File: config.mk
export PLATFORM = sky130hd
export DESIGN_NAME = csr_trap_sequencer
export DESIGN_NICKNAME = d
export VERILOG_FILES = /design/src/rtl/csr_trap_sequencer_pkg.sv /design/src/rtl/csr_trap_sequencer_mstatus_xform.sv /design/src/rtl/csr_trap_sequencer.sv
export SDC_FILE = /design/constraint.sdc
export NUM_CORES = 1
export LEC_CHECK = 0
export CAP_MARGIN = 5
export CORE_AREA = 8 8 211 213
export CTS_CLUSTER_SIZE = 14
export DETAILED_ROUTE_END_ITERATION = 10
export DIE_AREA = 0 0 219 221
export DONT_BUFFER_PORTS = 1
export HOLD_SLACK_MARGIN = 0.1
export SYNTH_ARGS = -nofsm -noshare
export SYNTH_HDL_FRONTEND = slang
export SYNTH_HIERARCHICAL = 1
export SYNTH_SLANG_ARGS = --single-unit
File: constraint.sdc
create_clock -name i_clk -period 11.8 [get_ports i_clk]
set_clock_uncertainty 0.1 [all_clocks]
set_input_delay 2.36 -clock i_clk [delete_from_list [all_inputs] [get_ports i_clk]]
set_output_delay 2.36 -clock i_clk [all_outputs]
set_load 0.005 [all_outputs]
File: src/rtl/csr_trap_sequencer_pkg.sv
// Shared constants for the CSR trap sequencer: CSR addresses, exception
// codes, mstatus field positions, sequencer state encodings and the
// XLEN-code-to-width helper.
package csr_trap_sequencer_pkg;

   // XLEN is carried as a code; the data width is 1 << (code + 4)
   localparam int XLEN_32B = 1;
   localparam int XLEN_64B = 2;

   function automatic int xlen_width(input int xlen);
      return 1 << (xlen + 4);
   endfunction

   // CSR addresses
   localparam logic [11:0] REG_MSTATUS_ADDR = 12'h300;
   localparam logic [11:0] REG_MTVEC_ADDR   = 12'h305;
   localparam logic [11:0] REG_MEPC_ADDR    = 12'h341;
   localparam logic [11:0] REG_MCAUSE_ADDR  = 12'h342;
   localparam logic [11:0] REG_MTVAL_ADDR   = 12'h343;

   // Synchronous exception codes (mcause, interrupt bit clear)
   localparam logic [4:0] E_INSTR_MISALIGN = 5'd0;
   localparam logic [4:0] E_INSTR_FAULT    = 5'd1;
   localparam logic [4:0] E_ILLEGAL_INSTR  = 5'd2;
   localparam logic [4:0] E_BREAKPOINT     = 5'd3;
   localparam logic [4:0] E_LOAD_MISALIGN  = 5'd4;
   localparam logic [4:0] E_LOAD_FAULT     = 5'd5;
   localparam logic [4:0] E_STORE_MISALIGN = 5'd6;
   localparam logic [4:0] E_STORE_FAULT    = 5'd7;
   localparam logic [4:0] E_ECALL_M        = 5'd11;

   // mstatus fields touched by trap entry / MRET
   localparam int MSTATUS_MIE_BIT  = 3;
   localparam int MSTATUS_MPIE_BIT = 7;
   localparam int MSTATUS_MPP_HI   = 12;
   localparam int MSTATUS_MPP_LO   = 11;

   // Sequencer states; one CSR write per state except IDLE and REDIR
   typedef enum logic [2:0] {
      SEQ_IDLE      = 3'd0,
      SEQ_T_MEPC    = 3'd1,
      SEQ_T_MCAUSE  = 3'd2,
      SEQ_T_MTVAL   = 3'd3,
      SEQ_T_MSTATUS = 3'd4,
      SEQ_M_MSTATUS = 3'd5,
      SEQ_REDIR     = 3'd6
   } seq_state_e;

endpackage

File: src/rtl/csr_trap_sequencer_mstatus_xform.sv
// Combinational mstatus update for trap entry (stack MIE into MPIE, clear
// MIE) and MRET (restore MIE from MPIE, set MPIE). MPP is always machine.
module csr_mstatus_xform
   import csr_trap_sequencer_pkg::*;
#(
   parameter  int XLEN = XLEN_64B,
   localparam int W    = xlen_width(XLEN)
) (
   input  logic [W-1:0] i_mstatus,
   input  logic         i_mret,
   output logic [W-1:0] o_mstatus
);

   // Derive the new mstatus from the live value
   // NOTE: every output of a combinational block gets a default first so no latch is inferred.
   always_comb begin
      o_mstatus = i_mstatus;
      o_mstatus[MSTATUS_MPP_HI:MSTATUS_MPP_LO] = 2'b11;
      if (i_mret) begin
         o_mstatus[MSTATUS_MIE_BIT]  = i_mstatus[MSTATUS_MPIE_BIT];
         o_mstatus[MSTATUS_MPIE_BIT] = 1'b1;
      end else begin
         o_mstatus[MSTATUS_MPIE_BIT] = i_mstatus[MSTATUS_MIE_BIT];
         o_mstatus[MSTATUS_MIE_BIT]  = 1'b0;
      end
   end

endmodule

File: src/rtl/csr_trap_sequencer.sv
// Owner of the CSR-file write port. Passes pipeline CSR writes through in
// IDLE and otherwise runs the trap-entry / MRET update sequence, stalling the
// pipeline and finishing with a one-cycle redirect + flush.
// Build option: define CSR_SEQ_MTVAL_EN to include the mtval write state.
module csr_trap_sequencer
   import csr_trap_sequencer_pkg::*;
#(
   parameter  int XLEN = XLEN_64B,
   localparam int W    = xlen_width(XLEN)
) (
   input  logic         i_clk,
   input  logic         i_rst,
   input  logic         i_trap_req,
   input  logic [4:0]   i_trap_cause,
   input  logic [W-1:0] i_trap_pc,
   input  logic [W-1:0] i_trap_tval,
   input  logic         i_mret_req,
   input  logic         i_instr_csr_we,
   input  logic [11:0]  i_instr_csr_addr,
   input  logic [W-1:0] i_instr_csr_data,
   input  logic [W-1:0] i_mtvec,
   input  logic [W-1:0] i_mepc,
   input  logic [W-1:0] i_mstatus,
   output logic         o_trap_ack,
   output logic         o_mret_ack,
   output logic         o_instr_csr_grant,
   output logic         o_csr_we,
   output logic [11:0]  o_csr_addr,
   output logic [W-1:0] o_csr_wdata,
   output logic         o_stall,
   output logic         o_flush,
   output logic         o_redirect_valid,
   output logic [W-1:0] o_redirect_pc
);

   seq_state_e   r_state;
   logic [4:0]   r_cause;
   logic [W-3:0] r_pc_hi;
   logic         r_is_trap;
   logic [W-1:0] w_mstatus_new;
   logic         w_unused;

`ifdef CSR_SEQ_MTVAL_EN
   logic [W-1:0] r_tval;
   // Low address bits are forced to zero wherever they are consumed
   assign w_unused = ^{i_trap_pc[1:0], i_mtvec[1:0], i_mepc[1:0]};
`else
   // Without the mtval state the faulting address is not recorded
   assign w_unused = ^{i_trap_tval, i_trap_pc[1:0], i_mtvec[1:0], i_mepc[1:0]};
`endif

   csr_mstatus_xform #(.XLEN(XLEN)) u_mstatus_xform (
      .i_mstatus (i_mstatus),
      .i_mret    (r_state == SEQ_M_MSTATUS),
      .o_mstatus (w_mstatus_new)
   );

   // Sequencer state and trap-context capture; requests sampled only in IDLE
   // NOTE: sequential state uses non-blocking assignments so every register updates from pre-edge values.
   always_ff @(posedge i_clk or posedge i_rst) begin
      if (i_rst) begin
         r_state   <= SEQ_IDLE;
         r_cause   <= '0;
         r_pc_hi   <= '0;
         r_is_trap <= 1'b0;
`ifdef CSR_SEQ_MTVAL_EN
         r_tval    <= '0;
`endif
      end else begin
         case (r_state)
            SEQ_IDLE: begin
               if (i_trap_req) begin
                  r_state   <= SEQ_T_MEPC;
                  r_cause   <= i_trap_cause;
                  r_pc_hi   <= i_trap_pc[W-1:2];
                  r_is_trap <= 1'b1;
`ifdef CSR_SEQ_MTVAL_EN
                  r_tval    <= i_trap_tval;
`endif
               end else if (i_mret_req) begin
                  r_state   <= SEQ_M_MSTATUS;
                  r_is_trap <= 1'b0;
               end
            end
            SEQ_T_MEPC:    r_state <= SEQ_T_MCAUSE;
`ifdef CSR_SEQ_MTVAL_EN
            SEQ_T_MCAUSE:  r_state <= SEQ_T_MTVAL;
            SEQ_T_MTVAL:   r_state <= SEQ_T_MSTATUS;
`else
            SEQ_T_MCAUSE:  r_state <= SEQ_T_MSTATUS;
`endif
            SEQ_T_MSTATUS: r_state <= SEQ_REDIR;
            SEQ_M_MSTATUS: r_state <= SEQ_REDIR;
            default:       r_state <= SEQ_IDLE;
         endcase
      end
   end

   // Write-port mux, acks and redirect decoded from state; all held low in reset
   always_comb begin
      o_trap_ack        = 1'b0;
      o_mret_ack        = 1'b0;
      o_instr_csr_grant = 1'b0;
      o_csr_we          = 1'b0;
      o_csr_addr        = '0;
      o_csr_wdata       = '0;
      o_flush           = 1'b0;
      o_redirect_valid  = 1'b0;
      o_redirect_pc     = '0;
      if (!i_rst) begin
         case (r_state)
            SEQ_IDLE: begin
               if (i_trap_req) begin
                  o_trap_ack = 1'b1;
               end else if (i_mret_req) begin
                  o_mret_ack = 1'b1;
               end else if (i_instr_csr_we) begin
                  o_instr_csr_grant = 1'b1;
                  o_csr_we          = 1'b1;
                  o_csr_addr        = i_instr_csr_addr;
                  o_csr_wdata       = i_instr_csr_data;
               end
            end
            SEQ_T_MEPC: begin
               o_csr_we    = 1'b1;
               o_csr_addr  = REG_MEPC_ADDR;
               o_csr_wdata = {r_pc_hi, 2'b00};
            end
            SEQ_T_MCAUSE: begin
               o_csr_we    = 1'b1;
               o_csr_addr  = REG_MCAUSE_ADDR;
               o_csr_wdata = {{(W-5){1'b0}}, r_cause};
            end
`ifdef CSR_SEQ_MTVAL_EN
            SEQ_T_MTVAL: begin
               o_csr_we    = 1'b1;
               o_csr_addr  = REG_MTVAL_ADDR;
               o_csr_wdata = r_tval;
            end
`endif
            SEQ_T_MSTATUS, SEQ_M_MSTATUS: begin
               o_csr_we    = 1'b1;
               o_csr_addr  = REG_MSTATUS_ADDR;
               o_csr_wdata = w_mstatus_new;
            end
            SEQ_REDIR: begin
               o_flush          = 1'b1;
               o_redirect_valid = 1'b1;
               o_redirect_pc    = r_is_trap ? {i_mtvec[W-1:2], 2'b00}
                                            : {i_mepc[W-1:2], 2'b00};
            end
            default: ;
         endcase
      end
   end

   // Stall covers pending requests as well as the running sequence
   assign o_stall = !i_rst && ((r_state != SEQ_IDLE) || i_trap_req || i_mret_req);

endmodule

# Word level (Yosys, flattened, before mapping)
# Cells that the tools add are included.
# op_classes
n_eq_ne	6
n_reduce_logical	11
mux	36
# op_table
cell	n
$mux W64	7
$pmux W64 S4	1
$mux W12	4
$pmux W12 S4	1
$mux W1	19
$pmux W3 S4	1
$eq A3 B3 Y1 const B	3
$mux W3	2
$reduce_and A2 Y1	2
$reduce_or A4 Y1	1
$eq A3 B1 Y1 const B	1
$eq A3 B2 Y1 const B	1
$logic_not A3 Y1	1
$ne A3 B3 Y1 const B	1
$reduce_bool A3 Y1	1
$logic_or A1 B1 Y1	2
$pmux W1 S2	1
$reduce_bool A2 Y1	1
$reduce_or A2 Y1	1
$logic_and A1 B1 Y1	1
$logic_not A1 Y1	1
# word_totals
reg_bits	71
in_bits	406
word_cells	57
output_inout_bits	147

# Logic depth before layout (Yosys ltp)
# depth
word_depth	5
mapped_depth	8
mapped_depth_nobuf	6

# Modules after synthesis
# The synthesis kept the hierarchy.
# by_module_without_submodules
module	n_inst	seq_area_each_um2	cells_each	area_per_inst_um2
csr_trap_sequencer	1	1776.7	715	6099.6
csr_mstatus_xform	1	0.0	65	483.0

# Worst setup path after synthesis
# No wires, ideal clock.
# synth_timing
path_type	input -> output
startpoint	input port i_rst
endpoint	output port o_redirect_valid
required_ns	9.340
arrival_time_ns	4.905
path_stages	5
setup_slack_ns	4.435
n_path_buf	2
path_cell_list	inv_1 > nand4b_1 > clkbuf_1 > inv_1 > buf_4
# synth_between
elab_chain_cells	1
# synth_rtl
element	line_no	source
start: declaration	csr_trap_sequencer.sv:12	input logic i_rst,
$mux W1	--	
end: declaration	csr_trap_sequencer.sv:32	output logic o_redirect_valid,
# No other way between the ends.

# Worst setup path after layout
# layout_timing
startpoint	input port i_rst
endpoint	output port o_redirect_pc[62]
# layout_between
elab_chain_cells	1
# layout_rtl
element	line_no	source
$mux W64	csr_trap_sequencer.sv:110	if (!i_rst) begin
end: declaration	csr_trap_sequencer.sv:33	output logic [W-1:0] o_redirect_pc
# No other way between the ends.

==> metrics.txt <==
# TYPE chip_impl_metric gauge
chip_impl_info{name="run_status",value="finished clean"} 1
chip_impl_info{name="critical_path.cell_chain",value="inv_4, nand4b_1, buf_4, nor2_1"} 1
chip_impl_info{name="timing.rr.start",value="r_state[2]"} 1
chip_impl_info{name="critPathCaptureType",value="output pin"} 1
chip_impl_metric{name="layout_min_cycle_time",unit="ps"} 6550
chip_impl_metric{name="drt-total-wl",unit="µm"} 30600
chip_impl_metric{name="final_net_count",unit=""} 1062
chip_impl_metric{name="postCtsSetupBuffers",unit=""} 0
chip_impl_metric{name="die-area",unit="µm²"} 48400
chip_impl_info{name="critical_path.slowest_cell",value="sky130_fd_sc_hd__nor2_1"} 1
chip_impl_metric{name="slowest_delay",unit="ps"} 480
chip_impl_metric{name="coreArea",unit="µm²"} 41300
chip_impl_metric{name="final-hold-violation-count",unit=""} 0
chip_impl_info{name="holdCritStartpoint",value="r_pc_hi[11]"} 1
chip_impl_metric{name="pre_cts_slack",unit="ps"} 5130
chip_impl_info{name="synth_flop_cell",value="sky130_fd_sc_hd__dfrtp_1"} 1
chip_impl_metric{name="leakage",unit="µW"} 0.00253
chip_impl_metric{name="seq_area_frac_synth",unit="%"} 27.0
chip_impl_metric{name="pwr_density_cell",unit="nW/µm²"} 250
chip_impl_metric{name="synthesis.area_per_instance",unit="µm²"} 8.44
chip_impl_info{name="post-synth-top-count-cell",value="sky130_fd_sc_hd__dfrtp_1"} 1
chip_impl_metric{name="filler_cell_count",unit=""} 4674
chip_impl_metric{name="post_cts_repair_resize_count",unit=""} 0
chip_impl_metric{name="initial_cell_density_of_the_core",unit="%"} 15.9
chip_impl_metric{name="async_s_r_ff_share_synth",unit="%"} 100
chip_impl_info{name="cts_tree",value="yes"} 1
chip_impl_metric{name="globalRouteTotalUtil",unit="%"} 12.0
chip_impl_info{name="criticalPathCategory",value="in2out"} 1
chip_impl_metric{name="max-clock-path-buffers",unit=""} 2
chip_impl_metric{name="worst_ep_required_time",unit="ps"} 9340
chip_impl_metric{name="met1_usage_grt",unit="%"} 13.3
chip_impl_metric{name="via_count_of_the_first_global_routing_pass",unit=""} 5781
chip_impl_metric{name="pin_count_of_the_biggest_net_entering_global_routing",unit=""} 90
chip_impl_metric{name="cts_max_level",unit=""} 3
chip_impl_metric{name="met2_usage",unit="%"} 20.5
chip_impl_metric{name="numCtsBuffers",unit=""} 9
chip_impl_metric{name="routabilityCongestion",unit=""} 0.797
chip_impl_metric{name="drv.max_cap_violation_count",unit=""} 0
chip_impl_metric{name="detail_route.iter0.violations",unit=""} 349
chip_impl_metric{name="dieWidth",unit="µm"} 219
chip_impl_metric{name="synth_seq_cells",unit=""} 71
chip_impl_metric{name="synthesis.area",unit="µm²"} 6580
chip_impl_metric{name="timing.final.max_slew_violations",unit=""} 0
chip_impl_metric{name="min_delay_path_depth",unit=""} 1
chip_impl_metric{name="post_synth_inst_count",unit=""} 780
chip_impl_metric{name="globalRouteMet3Util",unit="%"} 5.44
chip_impl_metric{name="drt-vias-per-instance",unit=""} 4.61
chip_impl_info{name="synthTopCellsByCount",value="71 x sky130_fd_sc_hd__dfrtp_1, 70 x sky130_fd_sc_hd__buf_4, 68 x sky130_fd_sc_hd__a21oi_1, 67 x sky130_fd_sc_hd__nand4_1"} 1
chip_impl_metric{name="cts_hold_buf",unit=""} 0
chip_impl_metric{name="synth-warning-count",unit=""} 6
chip_impl_metric{name="number_of_distinct_library_cells_after_synthesis",unit=""} 38
chip_impl_metric{name="post-route-cell-area",unit="µm²"} 6810
chip_impl_metric{name="detail_route.first_pass.iterations",unit=""} 4
chip_impl_metric{name="grt_antenna_before_repair",unit=""} 3
chip_impl_metric{name="num_io_pins",unit=""} 553
chip_impl_metric{name="hpwlAfterDp",unit="µm"} 23700
chip_impl_metric{name="cts.sink_count",unit=""} 71
chip_impl_metric{name="design_power_total",unit="µW"} 1700
chip_impl_metric{name="clock_insertion_delay_worst_skew",unit="ps"} 370
chip_impl_metric{name="final-setup-viol-count",unit=""} 0
chip_impl_metric{name="clk_pin_slew_worst_paths",unit="ps"} 60
chip_impl_metric{name="synth-edff-count",unit=""} 0
chip_impl_info{name="yosys-top-cells-area",value="sky130_fd_sc_hd__dfrtp_1 27%, sky130_fd_sc_hd__mux2i_1 9.4%, sky130_fd_sc_hd__mux2_2 8.2%"} 1
chip_impl_metric{name="wl_per_cell",unit="µm"} 25.5
chip_impl_metric{name="tightestPinTransition",unit="ps"} 1070
chip_impl_metric{name="period_share",unit="%"} 55.5
chip_impl_metric{name="fin_ws",unit="ps"} 5250
chip_impl_metric{name="post_dp_cell_area",unit="µm²"} 6490
chip_impl_metric{name="peakVddDrop",unit="µV"} 89.1
chip_impl_info{name="cell_type_with_the_largest_total_area_after_synthesis",value="sky130_fd_sc_hd__dfrtp_1"} 1
chip_impl_metric{name="worstPathArrival",unit="ps"} 4090
chip_impl_metric{name="layout_area_overhead",unit="%"} 3.44
chip_impl_metric{name="die_height",unit="µm"} 221
chip_impl_info{name="rsz0062_at_grt",value="no"} 1
chip_impl_metric{name="placementRows",unit=""} 75
chip_impl_info{name="root_buffer",value="sky130_fd_sc_hd__clkbuf_16"} 1
chip_impl_info{name="globalRoute.busiestLayer",value="met2"} 1
chip_impl_metric{name="port_buffers",unit=""} 0
chip_impl_metric{name="timing.critical_path.fanout_max",unit=""} 57
chip_impl_metric{name="slew-limit-headroom",unit="%"} 28.7
chip_impl_metric{name="postRouteAntennaNets",unit=""} 0
chip_impl_info{name="timing.critical_path.from",value="i_rst"} 1
chip_impl_metric{name="synth_largest_type_area_fraction",unit="%"} 27.0
chip_impl_metric{name="placed_cells",unit=""} 1184
chip_impl_metric{name="worstRegToRegCells",unit=""} 6
chip_impl_metric{name="drive_gt1_share",unit="%"} 15.7
chip_impl_metric{name="setup_tns",unit="ps"} 0
chip_impl_metric{name="finish.cell_count_without_fillers",unit=""} 1202
chip_impl_metric{name="global_route.overflow_total",unit=""} 0
chip_impl_info{name="critical_path.startpoint_type",value="input port"} 1
chip_impl_metric{name="timing.fmax",unit="MHz"} 153
chip_impl_metric{name="detail_route.drc_violations",unit=""} 0
chip_impl_info{name="worstHoldPathType",value="reg2reg"} 1
chip_impl_metric{name="route.vias.total",unit=""} 5544
chip_impl_metric{name="grt_first_pass_wirelength",unit="µm"} 42300
## layout make-up
class                      count  area, µm²  area share (%)
clock inverter                 4       52.6           0.772
tap                          539        674            9.90
inverter                       2       10.0           0.147
clock buffer                  12        256            3.77
sequential                    71       1790            26.3
antenna                        2       5.00          0.0735
multi-input combinational    563       3950            58.1
timing repair buffer           9       67.6           0.992
## critical path: cells and delay by family
family / cells / cell delay (ps)
buf+inv: 2 / 820
simple gates: 2 / 880
## state kept, by name, summed over array words and instances, names as in the netlist
register,cells
r_cause,5
r_is_trap,1
r_pc_hi,62
r_state,3
## routing by layer
metal / vias to the layer above / wire length (µm)
met3: 21 / 3350
li1: 2458 / -
met2: 334 / 15000
met1: 2731 / 11900
met5: - / 0
met4: 0 / 395
## cell usage in the layout, fill, tap and decap left out, drive strengths merged, types with 2 or more instances in the layout
cell type   n
dfrtp      71
o21ai       2
mux2i      62
nand3b     62
nand2      66
a21oi      68
clkbuf     12
and2        5
nand2b      3
conb        4
a31oi       2
diode       2
a41oi       2
nor2       66
clkinv      2
nor3        2
and3        8
nor2b       3
mux2       67
a22oi       2
nor3b       2
nand4      67
buf         9
inv         3
a21o       63
## cells by family after synthesis
group	synth area share (%)
other	0.114
buffers and inverters	13.3
xor gates and xnor gates	0.133
muxes	22.0
DFF	27.0
AOI/OAI and AO/OA	13.2
and+or+nand+nor	24.3
## through the flow
stage	hold slack [ps]	util [%]
after floorplan	374	-
after global placement	390	15.7
after detailed placement	397	15.7
after CTS	412	16.5
final	406	16.5
after global routing	423	16.5
## path summary, 6_finish.rpt
path	to	slack, ps
max reg2reg	r_pc_hi[12]	8080
min reg2reg	r_pc_hi[11]	410
max in group asynchronous	r_state[1]	8690
max	o_redirect_pc[62]	5250
min in group asynchronous	r_cause[4]	1820
min	r_pc_hi[11]	410
## power breakdown
| part | total [µW] | internal [µW] | switching [µW] |
|---|---|---|---|
| sequential | 535 | 373 | 162 |
| combinational | 865 | 394 | 471 |
| clock | 301 | 176 | 124 |
(Power assumes the default switching activity.)
==> RTL change, RTL diff (same flow settings) <==
Build with the macro `CSR_SEQ_MTVAL_EN` defined.
--- a/src/rtl/csr_trap_sequencer.sv
+++ b/src/rtl/csr_trap_sequencer.sv
@@ -2,6 +2,8 @@
 // IDLE and otherwise runs the trap-entry / MRET update sequence, stalling the
 // pipeline and finishing with a one-cycle redirect + flush.
 // Build option: define CSR_SEQ_MTVAL_EN to include the mtval write state.
+`define CSR_SEQ_MTVAL_EN
+
 module csr_trap_sequencer
    import csr_trap_sequencer_pkg::*;
 #(
Check against the original RTL: not equivalent (a bounded check fails within 4 cycles, from zero or initial values and one cycle with i_rst high).
==> RTL change against the original RTL <==
  * Sequential cell count increased by 64
  * Total power increased by 48%
  * Wire length rose by 29%
  * Synthesized area is 41% higher
  * Worst setup slack got worse by 0.42 ns
  * Clock power grew 95%
  * Core utilization is 7.0 points higher
  * Design area grew 42%
  * Die area did not move
  * Register-to-register slack worse by 0.57 ns
  * Critical path type unchanged
  * Critical endpoint is now o_csr_wdata[53]
==> RTL change: results (changes against the original RTL) <==
- Status: completed
- Num CTS Buffers: 17 (+8)
- Hold_ws: 0.384 ns (-0.0215 ns)
- Top Registers: r_tval: 64 flops, r_pc_hi: 62 flops, r_cause: 5 flops
- Place WS: 4.67 ns (-0.459 ns)
- Vias in the first global route: 7590 (+31%)
- GRT Total Usage: 0.154 (+0.0339)
- Placed wire-length estimate: 30600 um (+29%)
- Clock Power Share: 0.233 (+0.056)
- GPL Wtd Cong: 0.892 (+12%)
- Leading post-synthesis cells by cell area: dfrtp_1 36%, mux2_1 9.6%, mux2_2 6.9%
- Number of synthesized register bits: 135 (+90%)
- Worst-path fanout max: 92 (+61%)
- Top cells by count, synth: 135 x dfrtp_1, 125 x nand2_1, 79 x mux2_1
- Seq area share: 0.350 (+0.0870)
- Post-synthesis xor/xnor area fraction: 0 (-0.00133)
- #MultiIn Comb: 686 (+22%)
- CP top delay family: buffers and inverters
- Max VDD drop: 0.000135 V (+51%)
- FILL cells: 4402 (-5.8%)
- First-pass GRT wire length: 54900 um (+30%)
- Placed cell count: 1372 (+16%)
- Largest net degree at the start of global routing: 93 (+3.3%)
- Initial antenna violation count: 7 (+4)
- Non-clk bufs: 10 (+1)
- Reg area: 3390 um^2 (+90%)
- Seq/Total Area, Yosys: 0.364 (+0.0944)
- Int Power: 1.51 mW (+60%)
- P_comb: 0.990 mW (+14%)
- Complex-gate fraction of the synthesized area: 0.102 (-0.0296)
- Starting DRT DRC Count: 538 (+54%)
- Share of layout cells above drive strength 1: 0.127 (-0.0302)
- Largest stage delay on the critical path: 0.71 ns (+0.23 ns)
RTL change: layer usage:
| metal | wire length (um) | up-vias | GRT usage |
|---|---|---|---|
| li1 | - | 3182 | - |
| met1 | 14300 | 3608 | 0.169 |
| met2 | 20400 | 503 | 0.274 |
| met3 | 3850 | 58 | 0.0518 |
| met4 | 823 | 8 | 0.0489 |
| met5 | 54 | - | 0 |
RTL change: worst max-delay path by stage:
stage / from / end / slack [ns] / cells after the start
global placement: i_rst / o_csr_wdata[42] / 4.67 / 4
finish: i_rst / o_csr_wdata[53] / 4.84 / 4
global route: i_rst / o_csr_wdata[57] / 4.55 / 4
CTS: i_rst / o_csr_wdata[42] / 4.67 / 4
detailed placement: i_rst / o_csr_wdata[42] / 4.67 / 4
floorplan: i_rst / o_csr_wdata[28] / 3.10 / 5
